--- src/rtl/trax_neighbour_fetch.sv ---
// Board store and neighbour fetcher feeding the Trax tile legality checker.
// Optional macro OCCUPIED_CHECK_EN: reject queries whose target cell is already occupied.
module trax_neighbour_fetch #(
  parameter int ROWS = 8,
  parameter int COLS = 8,
  parameter int RW   = 3,
  parameter int CW   = 3
) (
  input  logic          clock,
  input  logic          reset,
  input  logic          wr_en,
  input  logic [RW-1:0] wr_row,
  input  logic [CW-1:0] wr_col,
  input  logic [2:0]    wr_tile,
  input  logic          q_valid,
  output logic          q_ready,
  input  logic [RW-1:0] q_row,
  input  logic [CW-1:0] q_col,
  output logic [2:0]    up_tile,
  output logic [2:0]    down_tile,
  output logic [2:0]    left_tile,
  output logic [2:0]    right_tile,
  output logic          start_signal,
  input  logic [5:0]    tile_type_in,
  input  logic          endsignal_in,
  output logic          rsp_valid,
  output logic [5:0]    rsp_mask,
  output logic          rsp_any,
  output logic          rsp_err
);

  localparam int CELLS = ROWS * COLS;
  localparam int IW    = (CELLS > 1) ? $clog2(CELLS) : 1;
  localparam logic [RW-1:0] ROW_LAST = RW'(ROWS - 1);
  localparam logic [CW-1:0] COL_LAST = CW'(COLS - 1);

  typedef enum logic [3:0] {
    IDLE, RD_SELF, RD_UP, RD_DOWN, RD_LEFT, RD_RIGHT, START, CAPTURE, REJECT
  } state_t;

  state_t          state_r, state_s;
  logic [2:0]      board_r [CELLS];
  logic [RW-1:0]   q_row_r;
  logic [CW-1:0]   q_col_r;
  logic            q_oor_s, wr_ok_s, rd_ok_s;
  logic [IW-1:0]   wr_idx_s, rd_idx_s;
  logic [RW-1:0]   rd_row_s;
  logic [CW-1:0]   rd_col_s;
  logic [2:0]      rd_data_s;

  assign q_ready = (state_r == IDLE);

  // Range checks and flat cell index for the write port and incoming query
  always_comb begin
    q_oor_s  = (int'(q_row) >= ROWS) || (int'(q_col) >= COLS);
    wr_ok_s  = wr_en && (int'(wr_row) < ROWS) && (int'(wr_col) < COLS);
    wr_idx_s = IW'(int'(wr_row) * COLS + int'(wr_col));
  end

  // Single read port: address chosen by state; off-board neighbours read as empty
  always_comb begin
    rd_ok_s  = 1'b0;
    rd_row_s = q_row_r;
    rd_col_s = q_col_r;
    case (state_r)
      RD_SELF:  rd_ok_s = 1'b1;
      RD_UP:    begin rd_ok_s = (q_row_r != {RW{1'b0}}); rd_row_s = q_row_r - RW'(1); end
      RD_DOWN:  begin rd_ok_s = (q_row_r != ROW_LAST);   rd_row_s = q_row_r + RW'(1); end
      RD_LEFT:  begin rd_ok_s = (q_col_r != {CW{1'b0}}); rd_col_s = q_col_r - CW'(1); end
      RD_RIGHT: begin rd_ok_s = (q_col_r != COL_LAST);   rd_col_s = q_col_r + CW'(1); end
      default:  rd_ok_s = 1'b0;
    endcase
    rd_idx_s  = IW'(int'(rd_row_s) * COLS + int'(rd_col_s));
    rd_data_s = rd_ok_s ? board_r[rd_idx_s] : 3'd0;
  end

  // Board storage; a same-cycle read sees the contents before this write
  always_ff @(posedge clock) begin
    if (reset) begin
      for (int i = 0; i < CELLS; i++) board_r[i] <= 3'd0;
    end else if (wr_ok_s) begin
      board_r[wr_idx_s] <= (wr_tile == 3'd7) ? 3'd0 : wr_tile;
    end
  end

  // Query coordinates latched on acceptance
  always_ff @(posedge clock) begin
    if (reset) begin
      q_row_r <= {RW{1'b0}};
      q_col_r <= {CW{1'b0}};
    end else if (q_ready && q_valid) begin
      q_row_r <= q_row;
      q_col_r <= q_col;
    end
  end

  // State register
  always_ff @(posedge clock) begin
    if (reset) state_r <= IDLE;
    else       state_r <= state_s;
  end

  // Next-state logic
  always_comb begin
    state_s = state_r;
    case (state_r)
      IDLE: begin
        if (q_valid) begin
          if (q_oor_s) state_s = REJECT;
`ifdef OCCUPIED_CHECK_EN
          else         state_s = RD_SELF;
`else
          else         state_s = RD_UP;
`endif
        end else begin
          state_s = IDLE;
        end
      end
`ifdef OCCUPIED_CHECK_EN
      RD_SELF: begin
        if (rd_data_s != 3'd0) state_s = IDLE;
        else                   state_s = RD_UP;
      end
`endif
      RD_UP:    state_s = RD_DOWN;
      RD_DOWN:  state_s = RD_LEFT;
      RD_LEFT:  state_s = RD_RIGHT;
      RD_RIGHT: state_s = START;
      START:    state_s = CAPTURE;
      CAPTURE:  state_s = IDLE;
      REJECT:   state_s = IDLE;
      default:  state_s = IDLE;
    endcase
  end

  // Registered neighbour, start and response outputs
  always_ff @(posedge clock) begin
    if (reset) begin
      up_tile      <= 3'd0;
      down_tile    <= 3'd0;
      left_tile    <= 3'd0;
      right_tile   <= 3'd0;
      start_signal <= 1'b0;
      rsp_valid    <= 1'b0;
      rsp_mask     <= 6'd0;
      rsp_any      <= 1'b0;
      rsp_err      <= 1'b0;
    end else begin
      start_signal <= (state_s == START);
      rsp_valid    <= 1'b0;
      case (state_r)
        RD_UP:    up_tile    <= rd_data_s;
        RD_DOWN:  down_tile  <= rd_data_s;
        RD_LEFT:  left_tile  <= rd_data_s;
        RD_RIGHT: right_tile <= rd_data_s;
        CAPTURE: begin
          rsp_valid <= 1'b1;
          rsp_mask  <= tile_type_in;
          rsp_any   <= endsignal_in && (tile_type_in != 6'd0);
          rsp_err   <= 1'b0;
        end
        REJECT: begin
          rsp_valid <= 1'b1;
          rsp_mask  <= 6'd0;
          rsp_any   <= 1'b0;
          rsp_err   <= 1'b1;
        end
`ifdef OCCUPIED_CHECK_EN
        RD_SELF: begin
          if (rd_data_s != 3'd0) begin
            rsp_valid <= 1'b1;
            rsp_mask  <= 6'd0;
            rsp_any   <= 1'b0;
            rsp_err   <= 1'b1;
          end
        end
`endif
        default: ;
      endcase
    end
  end

endmodule

--- config.mk ---
export PLATFORM = sky130hd
export DESIGN_NAME = trax_neighbour_fetch
export DESIGN_NICKNAME = d
export VERILOG_FILES = /design/src/rtl/trax_neighbour_fetch.sv
export SDC_FILE = /design/constraint.sdc
export NUM_CORES = 1
export LEC_CHECK = 0
export ABC_CLOCK_PERIOD_IN_PS = 5350
export BUFFER_PORTS_ARGS = -buffer_cell sky130_fd_sc_hd__buf_2
export CAP_MARGIN = 20
export CORE_MARGIN = 10
export CORE_UTILIZATION = 62
export CTS_BUF_LIST = sky130_fd_sc_hd__clkbuf_8
export DETAILED_ROUTE_END_ITERATION = 6
export GPL_ROUTABILITY_DRIVEN = 0
export PLACE_DENSITY = 0.91
export SYNTH_ARGS = -nofsm -noshare
export SYNTH_HDL_FRONTEND = slang
export SYNTH_SLANG_ARGS = --single-unit
--- constraint.sdc ---
create_clock -name clock -period 5.35 [get_ports clock]
set_clock_uncertainty 0.1 [all_clocks]
set_input_delay 0.2675 -clock clock [delete_from_list [all_inputs] [get_ports clock]]
set_output_delay 0.2675 -clock clock [all_outputs]
set_load 0.05 [all_outputs]
==> metrics.cfg <==
[drt]
drt_iter0_drc = 1399
dr.pass1.iters = 6
drc = 0
drt-total-wl_mm = 30.8
ant_nets = 0
via_per_inst = 6.60
wl_per_cell_um = 23.0
vias = 8829

[global_routing]
antenna_found_initial = 0
top_usage_layer = met2
grt_pass1_vias = 8650
grt_max_degree = 96
gr-total-overflow = 0
grt_use_met1_pct = 31.8
grt_pass1_wl_mm = 47.7
met3_usage_pct = 8.05
track_usage_pct = 25.3
grtUsageMet2_pct = 39.8

[power_and_ir_drop]
peakVddDrop_v = 0.000189
clkPwrFrac_pct = 35.2
p_sw_share_pct = 27.8
power_density_mw_per_mm2 = 324
power.switching_mw = 1.14
seqPwrFrac_pct = 49.4
p_int_mw = 2.96
pwr-share-comb_pct = 15.4
p_leak_nw = 4.39

[floorplanning]
initial_core_util_pct = 63.4
die_y_um = 156
ioPinCount = 49
die_w_um = 156
core_area_mm2 = 0.0181
rows = 49
die_area_mm2 = 0.0243

[clocking]
clkTransAtPathRegs_ns = 0.06
post_cts_buffers = 0
cts-resized-gates = 0
cts_buffers = 36
clk_latency_ns = 0.56
root_buffer = clkbuf_8
h-tree-depth = 2
cts_tree = yes
cts_sinks = 222
clk_path_buf_depth = 3

[synth]
ys_ff_latch = 222
synth_seq_area_share_pct = 55.6
synth_edf_count = 192
syn_inst = 1038
netlist_area_mm2 = 0.0115
synthArstFlopShare_pct = 0
synth_cell_type_count = 68
synthesis.nets = 1066
avgSynthCellArea_um2 = 11.0
yosysWarnings = 0
synth_ff_type = edfxtp_1

[timing]
rsz0062_at_grt = no
period_share_pct = 86.0
period_needed_ns = 4.60
drv_slew = 0
hold_violations = 0
finalSetupViolCount = 0
max_freq_mhz = 217
slew-limit-headroom_pct = 19.5
tightest_slew_ns = 1.20
whs_ns = 0.0842
setup_tns_ns = 0

[setup_path]
critical_path_class = reg2reg
path_buf_inv = 1
worstPathMaxFanout = 21
cpLargestDelayFamily = compound AO/OA/AOI/OAI gates
critPathSlowestCell = fa_2
start_kind = flip-flop
required_ns = 5.69
path_cells = nor2b_2, nand2_1, inv_1, fa_2, or3b_1, o21ai_2, a21oi_1, a22o_1, a311o_1, a211oi_2, nor3_2, a211oi_1
critPathArrivalTime_ns = 4.94
max_stage_delay_ns = 0.71
cp-end-kind = flip-flop

[worst_hold_path]
hold_path.class = in2reg

[layout]
synthToLayoutAreaGrowth_pct = 10.4
final_common_cell = nor2_1
drive_gt1_share_pct = 16.5
final_cell_mix = nor2_1 (241), edfxtp_1 (192), nand2_1 (128)
antenna-diode-count = 0
finish.net_count = 1110

[job]
maxCapViolCount = 0

[status]
status = finished clean

[placement]
portBuffers = 47
hpwl_mm = 19.5

state kept, by name (all words and copies together), names as in the netlist, 3 cells and up:
register    flops
rsp_mask        6
state_r         3
q_col_r         3
right_tile      3
down_tile       3
up_tile         3
board_r       192
q_row_r         3
left_tile       3
kinds of logic after synthesis:
logic type | synth area share (%)
flops | 55.6
other cells | 0.0327
fa+ha+maj | 0.349
compound gates | 7.09
mux | 12.6
buf+inv | 3.25
xor+xnor | 1.02
simple gates | 20.1
path summary, 6_finish.rpt:
kind                             startpoint      endpoint  slack, ns  cells after the start
worst min-delay path                q_valid    state_r[1]       0.08                      4
worst min register to register  rsp_mask[3]   rsp_mask[3]       0.36                      2
worst max register to register   state_r[2]  down_tile[2]       0.75                     12
worst max-delay path             state_r[2]  down_tile[2]       0.75                     12
cell usage after synthesis, types with 3 or more instances:
master       n  area share, %
dfxtp_1     30            5.2
buf_2       13           0.57
nand2b_1    70            3.8
nand2_1    131            4.3
a2111oi_0    3           0.23
nand3_1     21           0.92
nor3_1       9           0.39
buf_1        5           0.16
nor2_1     241            7.9
nor3b_1      3           0.20
clkbuf_1    47            1.5
buf_6        3           0.29
a211oi_1    11           0.72
a21oi_1     22           0.96
and2_1       5           0.27
inv_1        8           0.26
nor2b_1      5           0.27
xor2_1       3           0.23
a22oi_1      5           0.33
mux4_2      37            7.3
a221oi_1     3           0.23
a211oi_2     5           0.55
edfxtp_1   192             50
o21ai_1      3           0.13
buf_4        6           0.39
xnor2_1      4           0.31
o211ai_1     9           0.59
a31oi_1      7           0.38
a32oi_1      5           0.38
mux2i_1     58            5.1
o311ai_0     4           0.31
nand3b_1     4           0.26
nand4_1      5           0.27
a22o_1       6           0.46
and3_1       3           0.16
mux2_2       3           0.29
o21ai_0      8           0.35
nor4_1       3           0.16
through the flow:
step	instances	setup WS (ns)	utilization (%)	power, mW	cell area, µm²
6_report	1338	0.746	69.9	4.10	12600
4_1_cts	1336	0.825	69.8	4.08	12600
3_3_place_gp	1256	1.02	65.2	2.64	11800
3_5_place_dp	1258	0.841	65.3	2.66	11800
5_1_grt	1338	0.484	69.9	4.22	12600
2_1_floorplan	1038	1.43	-	2.49	11500
metal layers:
metal / wire length, µm / part of all wire (%) / up-vias
met1: 10800 / 35 / 4102
met5: 0 / 0 / -
li1: - / - / 3820
met3: 4450 / 14 / 125
met4: 1270 / 4.1 / 0
met2: 14200 / 46 / 782
what timing repair did:
action / 4_1_cts / 5_1_grt
hold endpoints to repair: 13 / 0
endpoints found under the setup margin: 0 / 0
hold buffers: 13 / 0
power groups by stage:
stage | Sequential, mW | Clock [mW] | Combinational [mW]
5_1_grt | 2.03 | 1.52 | 0.667
2_1_floorplan | 2.04 | 0 | 0.450
4_1_cts | 2.02 | 1.44 | 0.613
3_5_place_dp | 2.06 | 0 | 0.601
3_3_place_gp | 2.05 | 0 | 0.585
6_report | 2.03 | 1.44 | 0.631
worst reg2reg max path, cell delays in order (launching register included):
cell	delay, ns
dfxtp_1	0.60
nor2b_2	0.25
nand2_1	0.10
inv_1	0.25
fa_2	0.71
or3b_1	0.54
o21ai_2	0.46
a21oi_1	0.22
a22o_1	0.28
a311o_1	0.36
a211oi_2	0.27
nor3_2	0.11
a211oi_1	0.27
cell type report:
type,instances,area [µm²]
timing repair buffer,80,524
tap,229,287
clock inverter,24,129
sequential,222,6370
inverter,9,33.8
clock buffer,41,564
multi-input combinational,733,4740
fill,1194,5440
Power figures use the tool's default switching activity.
